## src/rtl/amt_recovery_ctrl_pkg.sv

```systemverilog
// Shared definitions for the architectural-to-speculative map recovery path.
// Holds the map-table geometry, the recovery sequencer state encoding and
// the {logical index, physical tag} packet exchanged between the
// ArchMapTable read side and the Rename Map Table write side.
package amt_pkg;

  localparam int NUM_LOG_REGS = 34;  // RMT/AMT entries
  localparam int LOG_W        = 6;   // logical-register index width
  localparam int PHYS_W       = 7;   // physical-register tag width
  localparam int COMMIT_WIDTH = 4;   // RMT write ports / copy group size

  typedef enum logic [1:0] {
    IDLE  = 2'd0,
    DRAIN = 2'd1,
    COPY  = 2'd2,
    DONE  = 2'd3
  } rec_state_e;

  typedef struct packed {
    logic [LOG_W-1:0]  log_idx;
    logic [PHYS_W-1:0] phys_tag;
  } map_pkt_t;

endpackage

```

## src/rtl/amt_recovery_ctrl_if.sv

```systemverilog
// Bundle between the recovery sequencer and its neighbours: ActiveList
// (request / commit-in-flight / commit stall), ArchMapTable read ports and
// Rename Map Table write ports, one lane per commit slot.
//   master : the recovery controller (drives addresses, write enables, packets,
//            stall/busy/done; receives request, in-flight, read data, ready)
//   slave  : the surrounding pipeline / map tables
interface amt_recovery_ctrl_if #(
  parameter int LOG_W  = amt_pkg::LOG_W,
  parameter int PHYS_W = amt_pkg::PHYS_W,
  parameter int LANES  = amt_pkg::COMMIT_WIDTH
);
  import amt_pkg::*;

  logic                                recoverReq_i;
  logic                                commitInFlight_i;
  logic                                commitStall_o;
  logic [LANES-1:0][LOG_W-1:0]         amtRdAddr_o;
  logic [LANES-1:0][PHYS_W-1:0]        amtRdData_i;
  logic                                rmtReady_i;
  logic [LANES-1:0]                    rmtWe_o;
  logic [LANES-1:0][LOG_W+PHYS_W-1:0]  rmtPacket_o;
  logic                                recoverBusy_o;
  logic                                recoverDone_o;

  modport master (
    input  recoverReq_i, commitInFlight_i, amtRdData_i, rmtReady_i,
    output commitStall_o, amtRdAddr_o, rmtWe_o, rmtPacket_o,
           recoverBusy_o, recoverDone_o
  );

  modport slave (
    output recoverReq_i, commitInFlight_i, amtRdData_i, rmtReady_i,
    input  commitStall_o, amtRdAddr_o, rmtWe_o, rmtPacket_o,
           recoverBusy_o, recoverDone_o
  );

endinterface

```

## src/rtl/amt_recovery_ctrl.sv

```systemverilog
// Recovery sequencer: after an exception or mispredict it stalls commit,
// waits for in-flight AMT writes to land, then copies every AMT entry into
// the RMT in groups of COMMIT_WIDTH, honouring RMT backpressure.
// Ports:
//   clk   - clock
//   reset - synchronous, active-high reset
//   bus   - amt_recovery_ctrl_if.master: recoverReq_i, commitInFlight_i,
//           commitStall_o, amtRdAddr_o[k], amtRdData_i[k], rmtReady_i,
//           rmtWe_o[k], rmtPacket_o[k], recoverBusy_o, recoverDone_o
module amt_recovery_ctrl #(
  parameter int NUM_LOG_REGS = amt_pkg::NUM_LOG_REGS,
  parameter int LOG_W        = amt_pkg::LOG_W,
  parameter int PHYS_W       = amt_pkg::PHYS_W
) (
  input  logic                clk,
  input  logic                reset,
  amt_recovery_ctrl_if.master bus
);
  import amt_pkg::*;

  // One extra bit so cnt+k and cnt+GROUP never wrap near the table end.
  localparam logic [LOG_W:0] NREGS = (LOG_W+1)'(NUM_LOG_REGS);
  localparam logic [LOG_W:0] GROUP = (LOG_W+1)'(COMMIT_WIDTH);

  rec_state_e     state_q, state_d;
  logic [LOG_W:0] cnt_q, cnt_d;
  logic [LOG_W:0] cnt_next;
  logic           in_copy;

  assign cnt_next = cnt_q + GROUP;
  assign in_copy  = (state_q == COPY);

  always_ff @(posedge clk) begin
    if (reset) begin
      state_q <= IDLE;
      cnt_q   <= '0;
    end else begin
      state_q <= state_d;
      cnt_q   <= cnt_d;
    end
  end

  // A new request in any busy state restarts the whole pass from DRAIN so
  // the aborted pass never reports completion.
  always_comb begin
    state_d = state_q;
    cnt_d   = cnt_q;
    case (state_q)
      IDLE: begin
        if (bus.recoverReq_i) begin
          state_d = DRAIN;
          cnt_d   = '0;
        end
      end
      DRAIN: begin
        if (bus.recoverReq_i) begin
          cnt_d = '0;
        end else if (!bus.commitInFlight_i) begin
          state_d = COPY;
        end
      end
      COPY: begin
        if (bus.recoverReq_i) begin
          state_d = DRAIN;
          cnt_d   = '0;
        end else if (bus.rmtReady_i) begin
          cnt_d = cnt_next;
          if (cnt_next >= NREGS) begin
            state_d = DONE;
          end
        end
      end
      DONE: begin
        if (bus.recoverReq_i) begin
          state_d = DRAIN;
          cnt_d   = '0;
        end else begin
          state_d = IDLE;
        end
      end
      default: begin
        state_d = IDLE;
        cnt_d   = '0;
      end
    endcase
  end

  assign bus.commitStall_o = (state_q != IDLE);
  assign bus.recoverBusy_o = (state_q != IDLE);
  assign bus.recoverDone_o = (state_q == DONE);

  // Per-lane read address / write enable / packet. Lanes past the last
  // logical register stay silent, which yields the partial final group.
  for (genvar k = 0; k < COMMIT_WIDTH; k++) begin : g_lane
    logic [LOG_W:0] idx;
    logic           lane_ok;

    assign idx     = cnt_q + (LOG_W+1)'(k);
    assign lane_ok = in_copy && (idx < NREGS);

    assign bus.amtRdAddr_o[k] = lane_ok ? idx[LOG_W-1:0] : '0;
    assign bus.rmtWe_o[k]     = lane_ok && bus.rmtReady_i;
    assign bus.rmtPacket_o[k] = bus.rmtWe_o[k] ? {bus.amtRdAddr_o[k], bus.amtRdData_i[k]}
                                               : '0;
  end

endmodule

```

## src/flat_wrapper.sv

```systemverilog
// flat-port wrapper written by rule: the top's interface ports become plain ports
module amt_recovery_ctrl_flat import amt_pkg::*;
#(
  parameter int NUM_LOG_REGS = amt_pkg::NUM_LOG_REGS,
  parameter int LOG_W        = amt_pkg::LOG_W,
  parameter int PHYS_W       = amt_pkg::PHYS_W
)
  (clk, reset, bus_recoverReq_i, bus_commitInFlight_i, bus_amtRdData_i, bus_rmtReady_i, bus_commitStall_o, bus_amtRdAddr_o, bus_rmtWe_o, bus_rmtPacket_o, bus_recoverBusy_o, bus_recoverDone_o);
  amt_recovery_ctrl_if #(.LOG_W(LOG_W), .PHYS_W(PHYS_W), .LANES(COMMIT_WIDTH)) bus_i ();
  input  logic clk;
  input  logic reset;
  input wire logic [$bits(bus_i.recoverReq_i)-1:0] bus_recoverReq_i;
  input wire logic [$bits(bus_i.commitInFlight_i)-1:0] bus_commitInFlight_i;
  input wire logic [$bits(bus_i.amtRdData_i)-1:0] bus_amtRdData_i;
  input wire logic [$bits(bus_i.rmtReady_i)-1:0] bus_rmtReady_i;
  output wire logic [$bits(bus_i.commitStall_o)-1:0] bus_commitStall_o;
  output wire logic [$bits(bus_i.amtRdAddr_o)-1:0] bus_amtRdAddr_o;
  output wire logic [$bits(bus_i.rmtWe_o)-1:0] bus_rmtWe_o;
  output wire logic [$bits(bus_i.rmtPacket_o)-1:0] bus_rmtPacket_o;
  output wire logic [$bits(bus_i.recoverBusy_o)-1:0] bus_recoverBusy_o;
  output wire logic [$bits(bus_i.recoverDone_o)-1:0] bus_recoverDone_o;
  assign bus_i.recoverReq_i = bus_recoverReq_i;
  assign bus_i.commitInFlight_i = bus_commitInFlight_i;
  assign bus_i.amtRdData_i = bus_amtRdData_i;
  assign bus_i.rmtReady_i = bus_rmtReady_i;
  assign bus_commitStall_o = bus_i.commitStall_o;
  assign bus_amtRdAddr_o = bus_i.amtRdAddr_o;
  assign bus_rmtWe_o = bus_i.rmtWe_o;
  assign bus_rmtPacket_o = bus_i.rmtPacket_o;
  assign bus_recoverBusy_o = bus_i.recoverBusy_o;
  assign bus_recoverDone_o = bus_i.recoverDone_o;
  amt_recovery_ctrl #(.NUM_LOG_REGS(NUM_LOG_REGS), .LOG_W(LOG_W), .PHYS_W(PHYS_W)) u_core (.clk(clk), .reset(reset), .bus(bus_i));
endmodule
```

## config.mk

```make
export PLATFORM = sky130hd
export DESIGN_NAME = amt_recovery_ctrl_flat
export DESIGN_NICKNAME = d
export VERILOG_FILES = /design/src/rtl/amt_recovery_ctrl_pkg.sv /design/src/rtl/amt_recovery_ctrl_if.sv /design/src/rtl/amt_recovery_ctrl.sv /design/src/flat_wrapper.sv
export SDC_FILE = /design/constraint.sdc
export NUM_CORES = 1
export LEC_CHECK = 0
export ABC_AREA = 1
export BUFFER_PORTS_ARGS = -buffer_cell sky130_fd_sc_hd__buf_2
export CORE_ASPECT_RATIO = 1.25
export CORE_UTILIZATION = 35
export DETAILED_ROUTE_END_ITERATION = 7
export PLACE_DENSITY = 0.93
export SYNTH_ARGS = -nofsm -noshare
export SYNTH_HDL_FRONTEND = slang
export SYNTH_SLANG_ARGS = --single-unit
```

## constraint.sdc

```tcl
create_clock -name clk -period 1.4 [get_ports clk]
set_input_delay 0.07 -clock clk [delete_from_list [all_inputs] [get_ports clk]]
set_output_delay 0.07 -clock clk [all_outputs]
set_load 0.05 [all_outputs]
```

==> metrics, run 1 <==
status aborted with a tool error; Failed at global routing; stop err [ERROR DPL-0038] Utilization greater than 100%, impossible to legalize; port bufs 103; IO Pins 116; DP Wirelength 3170 um; Rows 22; Seq/Total Area, Yosys 0.129; Synth area leader nor2_1; Initial Util 0.368; CTS buffer count 3; largest net degree at the start of global routing 23; worst_ep kind output port; Netlist Area Pre-Place 1080 sq um; area share of the largest cell type after synthesis 0.166; synthesized area per cell 5.47 sq um; CTS max path bufs 2; worst setup endpoint GRT bus_rmtPacket_o[30]; cell count after synthesis 198; Horiz. Die Dim 51.8 um; Final GP Congestion 0.819; #FFs+latches synth 7; Num Clock Sinks 7; CTS root buf clkbuf_4; H-tree levels 1; Synth area leaders nor2_1 17%, inv_1 14%, dfxtp_1 13%; Hold Buf Count CTS 0; Yosys warning total 0; count of cell types in the netlist 26; worst slack at placement -0.231 ns; Die Ht 64.2 um
-- logic make-up after synthesis --
family                   count (synthesis)  synth area share
AND/OR/NAND/NOR                        111             0.494
adder cells (fa/ha/maj)                  1            0.0115
buffers and inverters                   68             0.312
flip-flops                               7             0.129
AO/OA/AOI/OAI                           10            0.0497
other                                    1           0.00346
-- synth_stat cells --
cell type,instances
a21oi_1,8
a31oi_1,1
buf_1,1
buf_2,3
buf_4,13
buf_6,4
clkinv_1,2
conb_1,1
dfxtp_1,7
ha_1,1
inv_1,40
inv_2,5
nand2_1,25
nand2_2,1
nand2_4,1
nand3_1,4
nand3_2,1
nand3b_1,1
nand4_1,3
nor2_1,48
nor2_2,7
nor2_4,2
nor3_1,13
nor3_2,4
nor3_4,1
o211ai_1,1
-- stage by stage --
| step | cells | setup TNS [ns] | cell area (sq um) |
|---|---|---|---|
| floorplan | 209 | -39.21 | 1580 |
| global placement | 349 | -3.41 | 2130 |
| detailed placement | 349 | -6.93 | 2130 |
| CTS | 359 | -14.58 | 2740 |
-- repair_timing --
action / 4_1_cts
cloned: 2
setup buffers: 4
endpoints found under the hold margin: 0
gates resized for setup: 160
pin swaps: 10
endpoints found under the setup margin: 70
==> run 2, diff against run 1 <==
--- a/config.mk
+++ b/config.mk
@@ -7,10 +7,10 @@
 export LEC_CHECK = 0
 export ABC_AREA = 1
 export BUFFER_PORTS_ARGS = -buffer_cell sky130_fd_sc_hd__buf_2
-export CORE_ASPECT_RATIO = 1.25
-export CORE_UTILIZATION = 35
+export CORE_AREA = 2 2 63 65
 export DETAILED_ROUTE_END_ITERATION = 7
-export PLACE_DENSITY = 0.93
+export DIE_AREA = 0 0 65 67
+export PLACE_DENSITY_LB_ADDON = 0.15
 export SYNTH_ARGS = -nofsm -noshare
 export SYNTH_HDL_FRONTEND = slang
 export SYNTH_SLANG_ARGS = --single-unit
==> metrics, run 2 <==
cell count after synthesis 198; Final Non-Filler Cells 370; Main synth FF type dfxtp_1; Clock transition at path regs 0.04 ns; routed length per instance 13.7 um; worst setup path category flip-flop to output port; EDFF count, synth 0; Hold Path Origin reset; vias 1684; LEAKAGE 1.36 nW; Total Wirelength 5060 um; design area 2880 sq um; Final Skew 0.00241 ns; ANT nets after route 0; Rows 22; Hold Crit Depth 2; area added between synthesis and finish 166%; CTS tree built; Via-to-Cell Ratio 4.55; R2R Path Start u_core.cnt_q[6]$_SDFFE_PP0P_; CTS buffer count 3; Final GP Congestion 0.882; worst reg-to-reg path cell count 9; FF-to-FF End u_core.state_q[0]$_SDFFE_PP0P_; startpoint types flip-flop; CP cell instances inv_2, nor2_4, inv_2, nor3_4, inv_4, nor2_4, inv_8, nor2_4, buf_6; #FFs+latches synth 7; Post-layout nets 357; Die Ht 67 um; Synth area leaders nor2_1 17%, inv_1 14%, dfxtp_1 13%; Worst Path Arrival 1.62 ns; Yosys warning total 0; CTS root buf clkbuf_8; vias in the first global route 1557; area share of the largest cell type after synthesis 0.166; final hold violation count 0; Peak Freq 592 MHz; critical path's slowest cell dfxtp_2; share of cells above drive strength 1 0.711; IO Pins 116; DP Wirelength 2980 um; initial antenna violation count 0; Synth area leader nor2_1; Horiz. Die Dim 65 um; Largest regs u_core.cnt_q (5), u_core.state_q (2); dpl cells 358; most common cell after layout, fill and taps aside buf_6; antenna cells 0; total die area 4360 sq um; max reg flops 5; core area 3610 sq um; worst-path fanout max 7; count of cell types in the netlist 26; Netlist Area Pre-Place 1080 sq um; first-pass GRT wire length 7290 um; Biggest register u_core.cnt_q; synthesized area per cell 5.47 sq um; Synth top cells by count 48 x nor2_1, 40 x inv_1, 25 x nand2_1; status complete, but fails checks; Crit path top cell by count nor2_4; reg-to-reg slack, setup 0.08 ns; Critical Path End Type output port; worst setup margin -0.290 ns; H-tree levels 1; Initial Util 0.300; Power per Cell Area 1080 nW/um^2; latest clock arrival within the worst-skew pair 0.24 ns; hold_ws 0.0757 ns; GRT overflow 0; port bufs 103; RSZ-0062 raised after global routing true; endpoints failing setup 65; Initial DRC Count 31; Fin Setup TNS -13.96 ns; Num Clock Sinks 7; final worst-path cycle share 1.21; critical path's largest stage delay 0.32 ns; Worst Hold Endpoint u_core.cnt_q[4]$_SDFFE_PP0P_; share of flip-flops with an asynchronous set or reset 0; CP required 1.33 ns; Seq/Total Area, Yosys 0.129; top-count cell post-synth nor2_1; min cycle time layout 1.69 ns; fin. max-slew vios 0; failing checks setup timing; CTS max path bufs 2; fillcell total 225; placed inst area 2140 sq um; Hold Buf Count CTS 0; DRC Markers 0; Peak supply drop 1.01 mV; 1st-pass router iterations 4; max cap viols 0; Min-Delay Path Class input pin to flip-flop; cell family contributing the most delay on the critical path simple AND/OR/NAND/NOR gates; power after layout 3.12 mW; Tot GR Track Use 0.219; CP bufs+invs 5; largest net degree at the start of global routing 20; most frequent cells in the layout 68 x buf_6, 40 x nor2_4, 36 x buf_2
## run 2: cell counts after synthesis
Identical to the previous run, type by type.
## run 2: logic make-up after synthesis
| logic type | count (synthesis) | share of synthesized area |
|---|---|---|
| and+or+nand+nor | 111 | 0.494 |
| AOI/OAI and AO/OA | 10 | 0.0497 |
| buffers and inverters | 68 | 0.312 |
| DFF | 7 | 0.129 |
| adders and majority gates | 1 | 0.0115 |
| other | 1 | 0.00346 |
## run 2: worst register-to-register path, stage by stage (launching register included)
cell     delay (ns)
dfxtp_1        0.44
buf_4          0.21
inv_1          0.05
nand4_1        0.06
nand2_1        0.08
nor2_2         0.10
nand2_2        0.10
nand3_2        0.09
nand2_1        0.06
nor2_1         0.09
## run 2: worst max path at each step
stage | start | end | slack [ns] | cells after the start
floorplan | u_core.state_q[1]$_SDFFE_PP0P_ | bus_rmtPacket_o[26] | -0.78 | 9
global placement | u_core.state_q[1]$_SDFFE_PP0P_ | bus_rmtPacket_o[15] | -0.15 | 9
detailed placement | u_core.state_q[1]$_SDFFE_PP0P_ | bus_rmtPacket_o[18] | -0.18 | 9
CTS | u_core.state_q[1]$_SDFFE_PP0P_ | bus_rmtPacket_o[42] | -0.25 | 9
global route | u_core.state_q[1]$_SDFFE_PP0P_ | bus_rmtPacket_o[41] | -0.38 | 9
finish | u_core.state_q[1]$_SDFFE_PP0P_ | bus_rmtPacket_o[32] | -0.29 | 9
## run 2: repair_timing
action                     4_1_cts  5_1_grt
pin swaps                        8       10
gates cloned                     4        0
setup endpoints to repair       66       69
buffers inserted                 4        2
resized for setup              150       30
## run 2: power breakdown
part,switching (mW),total (mW),internal (mW)
Clock,0.106,0.304,0.199
Combinational,1.73,2.58,0.845
Sequential,0.0180,0.242,0.224
## run 2: final cells by class
| type | instances | area (sq um) | share of cell area |
|---|---|---|---|
| Timing Repair inverter | 1 | 8.76 | 0.00304 |
| Inverter | 47 | 209 | 0.0725 |
| Timing Repair Buffer | 128 | 1210 | 0.418 |
| Multi-Input combinational cell | 135 | 1200 | 0.418 |
| Sequential cell | 7 | 150 | 0.0521 |
| Tap cell | 48 | 60.1 | 0.0208 |
| Clock buffer | 4 | 45.0 | 0.0156 |
## run 2: per-layer routing
| metal | GRT usage | part of all wire |
|---|---|---|
| met1 | 0.219 | 0.33 |
| met5 | 0 | 0 |
| met2 | 0.442 | 0.59 |
| met3 | 0.0270 | 0.059 |
| met4 | 0.106 | 0.022 |
## run 2: metrics by stage
| stage | util | worst slack, ns |
|---|---|---|
| floorplan | - | -0.776 |
| global placement | 0.593 | -0.153 |
| detailed placement | 0.593 | -0.184 |
| CTS | 0.773 | -0.249 |
| global route | 0.799 | -0.379 |
| finish | 0.799 | -0.290 |
Note: power is estimated with default switching activity, not from simulation.
==> run 3, diff against run 2 <==
==> constraint.sdc (replaced) <==
create_clock -name clk -period 2.15 [get_ports clk]
set_input_delay 0.1075 -clock clk [delete_from_list [all_inputs] [get_ports clk]]
set_output_delay 0.1075 -clock clk [all_outputs]
set_load 0.05 [all_outputs]
==> metrics, run 3 (same netlist as run 2, synthesis figures left out) <==
worst slack at placement 0.183 ns; area added between synthesis and finish 65.9%; fillcell total 373; fin util 0.499; routed length per instance 9.24 um; Horiz. Die Dim 65 um; Largest regs u_core.cnt_q (5), u_core.state_q (2); power after layout 1.45 mW; CTS tree built; IO Pins 116; H-tree levels 1; dpl cells 344; most common cell after layout, fill and taps aside buf_2; Final Non-Filler Cells 348; latest clock arrival within the worst-skew pair 0.23 ns; CTS buffer count 3; ANT nets after route 0; final worst-path cycle share 0.933; max reg flops 5; initial antenna violation count 0; Min-Delay Path Class input pin to flip-flop; LEAKAGE 1.09 nW; Worst Path Arrival 1.90 ns; antenna cells 0; Fin Setup TNS 0 ns; startpoint types flip-flop; most frequent cells in the layout 96 x buf_2, 37 x inv_1, 25 x nand2_1; total die area 4360 sq um; CP cell instances inv_2, nor2_4, inv_2, nor3_4, inv_4, nand2_2, nand2_8, nor2_2, buf_2; share of cells above drive strength 1 0.537; worst setup path category flip-flop to output port; Total Wirelength 3210 um; Die Ht 67 um; Hold Buf Count CTS 0; Peak supply drop 0.710 mV; GRT overflow 0; Peak Freq 499 MHz; Final GP Congestion 0.862; core area 3610 sq um; Critical Path End Type output port; Hold Crit Depth 2; 1st-pass router iterations 4; CP required 2.04 ns; largest net degree at the start of global routing 21; status finished clean; Biggest register u_core.cnt_q; Clock transition at path regs 0.04 ns; Power per Cell Area 808 nW/um^2; Num Clock Sinks 7; vias 1409; Post-layout nets 335; placed inst area 1720 sq um; DRC Markers 0; Rows 22; vias in the first global route 1049; Via-to-Cell Ratio 4.05; Tot GR Track Use 0.131; DP Wirelength 2690 um; worst-path fanout max 17; final hold violation count 0; reg-to-reg slack, setup 0.77 ns; design area 1800 sq um; critical path's slowest cell dfxtp_1; first-pass GRT wire length 4560 um; port bufs 103; max cap viols 0; worst reg-to-reg path cell count 8; fin. max-slew vios 0; worst setup margin 0.144 ns; endpoints failing setup 0; Initial Util 0.300; Crit path top cell by count inv_2; CTS max path bufs 2; Final Skew 0.00470 ns; CTS root buf clkbuf_8; Initial DRC Count 20; critical path's largest stage delay 0.38 ns; min cycle time layout 2.01 ns; hold_ws 0.120 ns
## run 3: cell count changes in the layout (fill, tap and decap cells not counted), sizes merged
cell    previous run  this run
clkbuf             4        10
buf              128       101
nand2             28        27
## run 3: timing repair
item | 4_1_cts | 5_1_grt
pin swaps | 0 | 0
buffers inserted | 0 | 0
resized for setup | 1 | 9
endpoints found under the setup margin | 4 | 18
## run 3: worst max-delay path: cells and delay by family (launching register included)
kind                   cells  cell delay, ns
and+or+nand+nor            5            0.72
buffers and inverters      4            0.55
DFF                        1            0.38
## run 3: metal layers
layer  part of all wire  global-route usage
met1               0.42               0.155
met2               0.49               0.244
met3              0.087              0.0203
met4             0.0025              0.0319
met5                  0                   0
## run 3: final timing paths
path                                        from                        endpoint
setup reg to reg    u_core.cnt_q[2]$_SDFFE_PP0P_  u_core.state_q[0]$_SDFFE_PP0P_
hold / removal                             reset    u_core.cnt_q[3]$_SDFFE_PP0P_
hold reg to reg     u_core.cnt_q[3]$_SDFFE_PP0P_    u_core.cnt_q[3]$_SDFFE_PP0P_
setup / recovery  u_core.state_q[1]$_SDFFE_PP0P_             bus_rmtPacket_o[16]
## run 3: report_power, final
part           switching (mW)  internal (mW)
clock                  0.0562          0.125
combinational           0.877          0.228
sequential             0.0213          0.144
## run 3: area by class of cell
cell class / instances / area, sq um / area share
multi-input cells: 134 / 791 / 0.440
inverters: 47 / 190 / 0.106
well taps: 48 / 60.1 / 0.0334
repair buffers: 108 / 571 / 0.317
flip-flops and latches: 7 / 140 / 0.0779
clock inverters: 1 / 5.00 / 0.00278
clock buffers: 3 / 41.3 / 0.0230
